$ cat src/rtl/sipo_nbit_rx_pkg.sv
// Shared register-chapter definitions for the serial receiver:
// counter width derivation and the receive phase encoding.
package sipo_nbit_rx_pkg;

  // Ceiling log2 evaluated at elaboration time; returns 0 for v <= 1.
  function automatic int unsigned clog2(input int unsigned v);
    int unsigned r;
    int unsigned x;
    r = 0;
    x = (v > 0) ? v - 1 : 0;
    while (x > 0) begin
      r = r + 1;
      x = x >> 1;
    end
    return r;
  endfunction

  // Bit counter width for an N-bit word; never narrower than one bit.
  function automatic int unsigned cnt_width(input int unsigned n);
    return (clog2(n) < 1) ? 1 : clog2(n);
  endfunction

  // Receive phase: IDLE at a word boundary, SHIFT while a word is partial.
  typedef enum logic {
    ST_IDLE  = 1'b0,
    ST_SHIFT = 1'b1
  } rx_phase_e;

endpackage

$ cat src/rtl/sipo_nbit_rx_shift.sv
// Shift core: serial shift register, bit counter and word-completion detect.
// The assembled word presented on 'word' already includes the bit being
// sampled on the current edge, so the wrapper can capture it on that edge.
module sipo_shift_core
  import sipo_nbit_rx_pkg::*;
#(
  parameter int unsigned N         = 4,
  parameter bit          MSB_FIRST = 1'b1
) (
  input  logic         clk,
  input  logic         rst_n,
  input  logic         en,
  input  logic         d,
  input  logic         clr,
  output logic [N-1:0] word,
  output logic         wrap,
  output logic         busy
);

  localparam int unsigned       CNT_W = cnt_width(N);
  localparam logic [CNT_W-1:0]  LAST  = CNT_W'(N - 1);

  logic [N-1:0]     sreg;
  logic [N-1:0]     sreg_nxt;
  logic [N-1:0]     shifted;
  logic [CNT_W-1:0] cnt;
  logic [CNT_W-1:0] cnt_nxt;
  rx_phase_e        phase;

  // Shift register contents after accepting d on this edge.
  always_comb begin
    shifted = sreg;
    if (MSB_FIRST) begin
      shifted = {sreg[N-2:0], d};
    end else begin
      shifted = {d, sreg[N-1:1]};
    end
  end

  // Next-state: clear beats sampling; the counter wraps on the N-th bit.
  always_comb begin
    sreg_nxt = sreg;
    cnt_nxt  = cnt;
    wrap     = 1'b0;
    if (clr) begin
      sreg_nxt = '0;
      cnt_nxt  = '0;
    end else if (en) begin
      sreg_nxt = shifted;
      if (cnt == LAST) begin
        cnt_nxt = '0;
        wrap    = 1'b1;
      end else begin
        cnt_nxt = cnt + CNT_W'(1);
      end
    end
  end

  // Shift register and bit counter state.
  always_ff @(posedge clk or negedge rst_n) begin
    if (!rst_n) begin
      sreg <= '0;
      cnt  <= '0;
    end else begin
      sreg <= sreg_nxt;
      cnt  <= cnt_nxt;
    end
  end

  // Phase decode straight from the counter register.
  always_comb begin
    phase = (cnt == '0) ? ST_IDLE : ST_SHIFT;
    busy  = (phase == ST_SHIFT);
    word  = shifted;
  end

endmodule

$ cat src/rtl/sipo_nbit_rx.sv
// Serial-to-parallel receiver: reassembles N-bit words from a 1-bit stream,
// holds the last completed word with a valid/ack handshake and reports
// words lost to an unacknowledged holding register via a sticky overrun.
module sipo_nbit_rx
  import sipo_nbit_rx_pkg::*;
#(
  parameter int unsigned N         = 4,
  parameter bit          MSB_FIRST = 1'b1
) (
  input  logic         clk,
  input  logic         reset_al_in,
  input  logic         en_in,
  input  logic         d_in,
  input  logic         clr_in,
  input  logic         ack_in,
  output logic [N-1:0] q_out,
  output logic         valid_out,
  output logic         overrun_out,
  output logic         busy_out
);

  logic [N-1:0] word;
  logic         done;

  sipo_shift_core #(
    .N         (N),
    .MSB_FIRST (MSB_FIRST)
  ) u_core (
    .clk   (clk),
    .rst_n (reset_al_in),
    .en    (en_in),
    .d     (d_in),
    .clr   (clr_in),
    .word  (word),
    .wrap  (done),
    .busy  (busy_out)
  );

  // Holding register with handshake; a completion outranks a same-edge ack
  // and clr never coincides with a completion because it blocks sampling.
  always_ff @(posedge clk or negedge reset_al_in) begin
    if (!reset_al_in) begin
      q_out       <= '0;
      valid_out   <= 1'b0;
      overrun_out <= 1'b0;
    end else begin
      if (done) begin
        q_out     <= word;
        valid_out <= 1'b1;
        if (valid_out && !ack_in) begin
          overrun_out <= 1'b1;
        end
      end else if (ack_in) begin
        valid_out <= 1'b0;
      end
      if (clr_in) begin
        overrun_out <= 1'b0;
      end
    end
  end

endmodule

$ cat config.mk
export PLATFORM = sky130hd
export DESIGN_NAME = sipo_nbit_rx
export DESIGN_NICKNAME = d
export VERILOG_FILES = /design/src/rtl/sipo_nbit_rx_pkg.sv /design/src/rtl/sipo_nbit_rx_shift.sv /design/src/rtl/sipo_nbit_rx.sv
export SDC_FILE = /design/constraint.sdc
export NUM_CORES = 1
export LEC_CHECK = 0
export CAP_MARGIN = 0
export CORE_AREA = 2 2 39 41
export DETAILED_ROUTE_END_ITERATION = 12
export DIE_AREA = 0 0 41 43
export PLACE_DENSITY = 0.62
export SLEW_MARGIN = 25
export SYNTH_ARGS = -nofsm -noshare
export SYNTH_HDL_FRONTEND = slang
export SYNTH_SLANG_ARGS = --single-unit
$ cat constraint.sdc
create_clock -name clk -period 2 [get_ports clk]
set_input_delay 0.6 -clock clk [delete_from_list [all_inputs] [get_ports clk]]
set_output_delay 0.6 -clock clk [all_outputs]
set_load 0.05 [all_outputs]
# After elaboration in Yosys (flattened, before gate mapping)

Index checks and enable logic that the tools add are counted.

Register bits: 11
Bits of input ports: 6
Output and inout bits: 7
Logic and storage cells: 29

$add $sub $neg: 1
Equality and inequality tests: 1
Mux-type cells: 14
Reductions and logical operators: 8

Operators with widths:

| operator                                    | number |
|---|---|
| 2-to-1 mux 1 bit                            | 9 |
| nonzero test 2 bit                          | 4 |
| 2-to-1 mux 2 bit                            | 3 |
| 2-to-1 mux 3 bit                            | 2 |
| adder 2 x 1 -> 2 bit, second input constant | 1 |
| equality test 2 bit, second input constant  | 1 |
| logical NOT 2 bit                           | 1 |
| AND reduction 2 bit                         | 1 |
| logical AND 1 bit                           | 1 |
| logical NOT 1 bit                           | 1 |

# Logic depth before layout (Yosys ltp)

Word-level depth: 6
Depth in mapped cells: 4
Depth with buffers taken out: 4

# Hierarchy

A second synthesis with hierarchy kept.

Cells, all modules: 39
Area, all modules: 479.2 sq um

Modules (own cells, without submodules):

| module          | times used | cells each | area an instance (sq um) | seq. area each (sq um) |
|---|---|---|---|---|
| sipo_shift_core | 1          | 24         | 255.2                    | 125.1 |
| sipo_nbit_rx    | 1          | 15         | 224.0                    | 150.1 |

# Worst setup path after synthesis

No wires, ideal clock.

Path type: reg2out
From: register u_core.cnt[0]
To: output port busy_out
Data arrival time: 891 ps
Data required time: 1400 ps
Slack: 509 ps
Cell stages (with the launch flop): 4
Buffers on the path: 0
Cell sequence: dfrtp_1 > inv_1 > ha_1 > inv_1

Longest elaborated chain between the ends: 2

Ends and longest elaborated chain:

| item                     | line                     | source |
|---|---|---|
| start: declaration       | sipo_nbit_rx_shift.sv:26 | `logic [CNT_W-1:0] cnt;` |
| start signal: assignment | sipo_nbit_rx_shift.sv:66 | `cnt <= cnt_nxt;` |
| logical NOT 2 bit        | sipo_nbit_rx_shift.sv:72 | `phase = (cnt == '0) ? ST_IDLE : ST_SHIFT;` |
| 2-to-1 mux 1 bit         | sipo_nbit_rx_shift.sv:72 |  |
| end: declaration         | sipo_nbit_rx.sv:19       | `output logic busy_out` |

No other way between the ends.

# Final worst setup path

Ends and elaborated chain as after synthesis.

==> impl_metrics.ini <==
[floorplan]
start_util_pct = 35.9
die_area_mm2 = 0.00176
num_rows = 14
die_w_um = 41
core_mm2 = 0.00138
die_y_um = 43
io_pins = 13

[synth]
synth_cells = 37
synth.avg_cell_area_um2 = 13.4
ys_ff_latch = 11
synth_top_cell_by_area = dfrtp_1
yosysTopAreaCellShare_pct = 55.4
ys_top_cells_by_count = dfrtp_1 (11), inv_1 (5), nor2_1 (5)
synth.yosys.seq_area_share_pct = 55.4
synth_area_leaders = dfrtp_1 (55%), mux2_4 (12%), mux2i_1 (8.1%), ha_1 (5.0%), nand3b_4 (4.0%)
synth.most_common_cell = dfrtp_1
synth_nets = 45
ys_warn_count = 0
ys.flop_type = dfrtp_1
synth_edf_count = 0
netlist_area_um2 = 497
synth.distinct_cells = 12
synthArstFlopShare_pct = 100

[setup_path]
critPathCaptureType = output pin
cpMostUsedCell = inv_1
worst_path_largest_cell_delay_ns = 0.38
worstPathArrival_ns = 1.11
crit_family = flip-flops
path_buf_inv = 3
cp_max_fo = 3
cp_data_required_time_ns = 1.40
critical_path_class = reg2out
crit_slowest_cell = dfrtp_1
crit_chain = inv_1 -> ha_1 -> inv_1 -> buf_12
start_kind = register

[detailed_routing]
wl_per_cell_um = 11.1
drc = 0
drtPass1Iterations = 2
routed_via_density = 4.51
ant_nets = 0
dr_total_vias = 316
wirelength_um = 774
first_iter_violations = 1

[cts]
cts_tree = yes
cts.path.max_buffers = 2
path_clk_slew_ns = 0.07
cts_buffers = 3
cts_setup_buffers = 0
root_buffer = clkbuf_4
h-tree-depth = 1
insertion_delay_ns = 0.26
hold_buffers = 0
cts.sink_count = 11
cts_resized = 0

[place]
hpwl_um = 605
io_buffer_count = 12
dp_slack_ns = 0.291
gp_routability_congestion = 0.716

[sta]
tightestPinTransition_ns = 0.480
max_freq_ghz = 0.586
relSlewSlack_pct = 67.9
tns_ns = 0
setup_ws_ns = 0.294
min_period_ns = 1.71
slew_viol_final = 0
skew_ns = 0.00210
rsz0062_at_grt = false
setup_viol = 0
period_share_pct = 85.3
final_hold_viol_count = 0

[power]
power.density_mw_per_mm2 = 765
internal-power_w = 0.000364
p_clk_share_pct = 29.0
switching_power_w = 0.000142
ir_drop_mv = 0.403
p_seq_share_pct = 48.2
p_leak_nw = 0.361
p_sw_share_pct = 28.1
comb_power_share_pct = 22.7

[finish]
nFillCells = 131
nets = 63
drive_above_1_share_pct = 31.5
multi_input_area_um2 = 191
regArea_um2 = 275
insertedDiodeCount = 0
area_delta_synth_final_pct = 33.2

[worst_hold_path]
hold_path.class = reg2reg

[global_routing]
grt_first_pass_wirelength_um = 1270
grt_usage_pct = 11.0
grt_max_degree = 12
antenna_found_initial = 0
grt_pass1_vias = 303
gr-total-overflow = 0

[status]
outcome = finished clean

[job]
maxCapViolations = 0
[sequential cells by signal, indices dropped and copies added, names as in the netlist]
signal / count
q_out: 4
overrun_out: 1
u_core.cnt: 2
valid_out: 1
u_core.sreg: 3
[power by group through the flow]
stage | clock network (W) | logic, W | registers [W]
after floorplan | 0 | 0.0000440 | 0.000272
after global placement | 0 | 0.000115 | 0.000249
after detailed placement | 0 | 0.000116 | 0.000248
after CTS | 0.000150 | 0.000116 | 0.000244
after global routing | 0.000160 | 0.000123 | 0.000246
final | 0.000147 | 0.000115 | 0.000244
[worst register-to-register path, cell delays in order (launching register included)]
cell and delay (ns):
dfrtp_1 0.40, ha_1 0.25, nand3b_4 0.13, mux2_4 0.30
[through the flow]
stage                     cell area, um^2  total power, W  utilization (%)  hold slack, ns  std cells
after floorplan                       497        0.000316                -           0.304         37
after global placement                636        0.000364             45.9           0.500         66
after detailed placement              636        0.000365             45.9           0.496         66
after CTS                             662        0.000511             47.8           0.512         70
after global routing                  662        0.000528             47.8           0.536         70
final                                 662        0.000506             47.8           0.507         70
[worst paths after layout]
kind / from / endpoint / slack, ns / depth (start not counted)
max in group asynchronous: reset_al_in / u_core.sreg[0] / 1.01 / 1
min in group asynchronous: reset_al_in / overrun_out / 0.66 / 1
hold / removal: u_core.sreg[2] / q_out[3] / 0.51 / 1
hold reg to reg: u_core.sreg[2] / q_out[3] / 0.51 / 1
setup / recovery: u_core.cnt[0] / busy_out / 0.29 / 4
setup reg to reg: u_core.cnt[0] / q_out[1] / 0.79 / 3
[logic make-up after synthesis]
| group | count (synthesis) | share of synthesized area [%] |
|---|---|---|
| DFF | 11 | 55.4 |
| muxes | 8 | 20.2 |
| and+or+nand+nor | 7 | 9.57 |
| buffers and inverters | 6 | 6.05 |
| AOI/OAI and AO/OA | 2 | 2.01 |
| adders and majority gates | 2 | 5.04 |
| xor gates and xnor gates | 1 | 1.76 |
[per-layer routing]
layer  global-route usage (%)  vias to the layer above  share of wire [%]  wire length (um)
met5                        0                        -                  0                 0
met4                     6.00                        0                  0                 0
met3                     3.14                        0                7.0                54
met2                     13.1                        9                 43               335
met1                     17.3                      150                 50               385
li1                         -                      157                  -                 -
[cell usage in the layout (no fill, tap or decap)]
cell type	synthesis	layout
a21oi_1	1	1
buf_12	0	1
buf_4	0	8
clkbuf_1	0	1
clkbuf_4	0	3
clkdlybuf4s50_1	0	5
dfrtp_1	11	11
ha_1	2	2
inv_1	5	5
mux2_4	4	4
mux2i_1	4	4
nand3b_4	1	1
nand4b_1	1	1
nor2_1	5	5
o21ai_0	1	1
xnor2_1	1	1
[cell type report]
| class | count | share of cell area [%] |
|---|---|---|
| Sequential cell | 11 | 41.6 |
| Multi-Input combinational cell | 20 | 28.9 |
| Timing Repair Buffer | 14 | 19.7 |
| Clock buffer | 4 | 3.97 |
| Tap cell | 16 | 3.02 |
| Inverter | 5 | 2.84 |
Note: power is estimated with default switching activity, not from simulation.
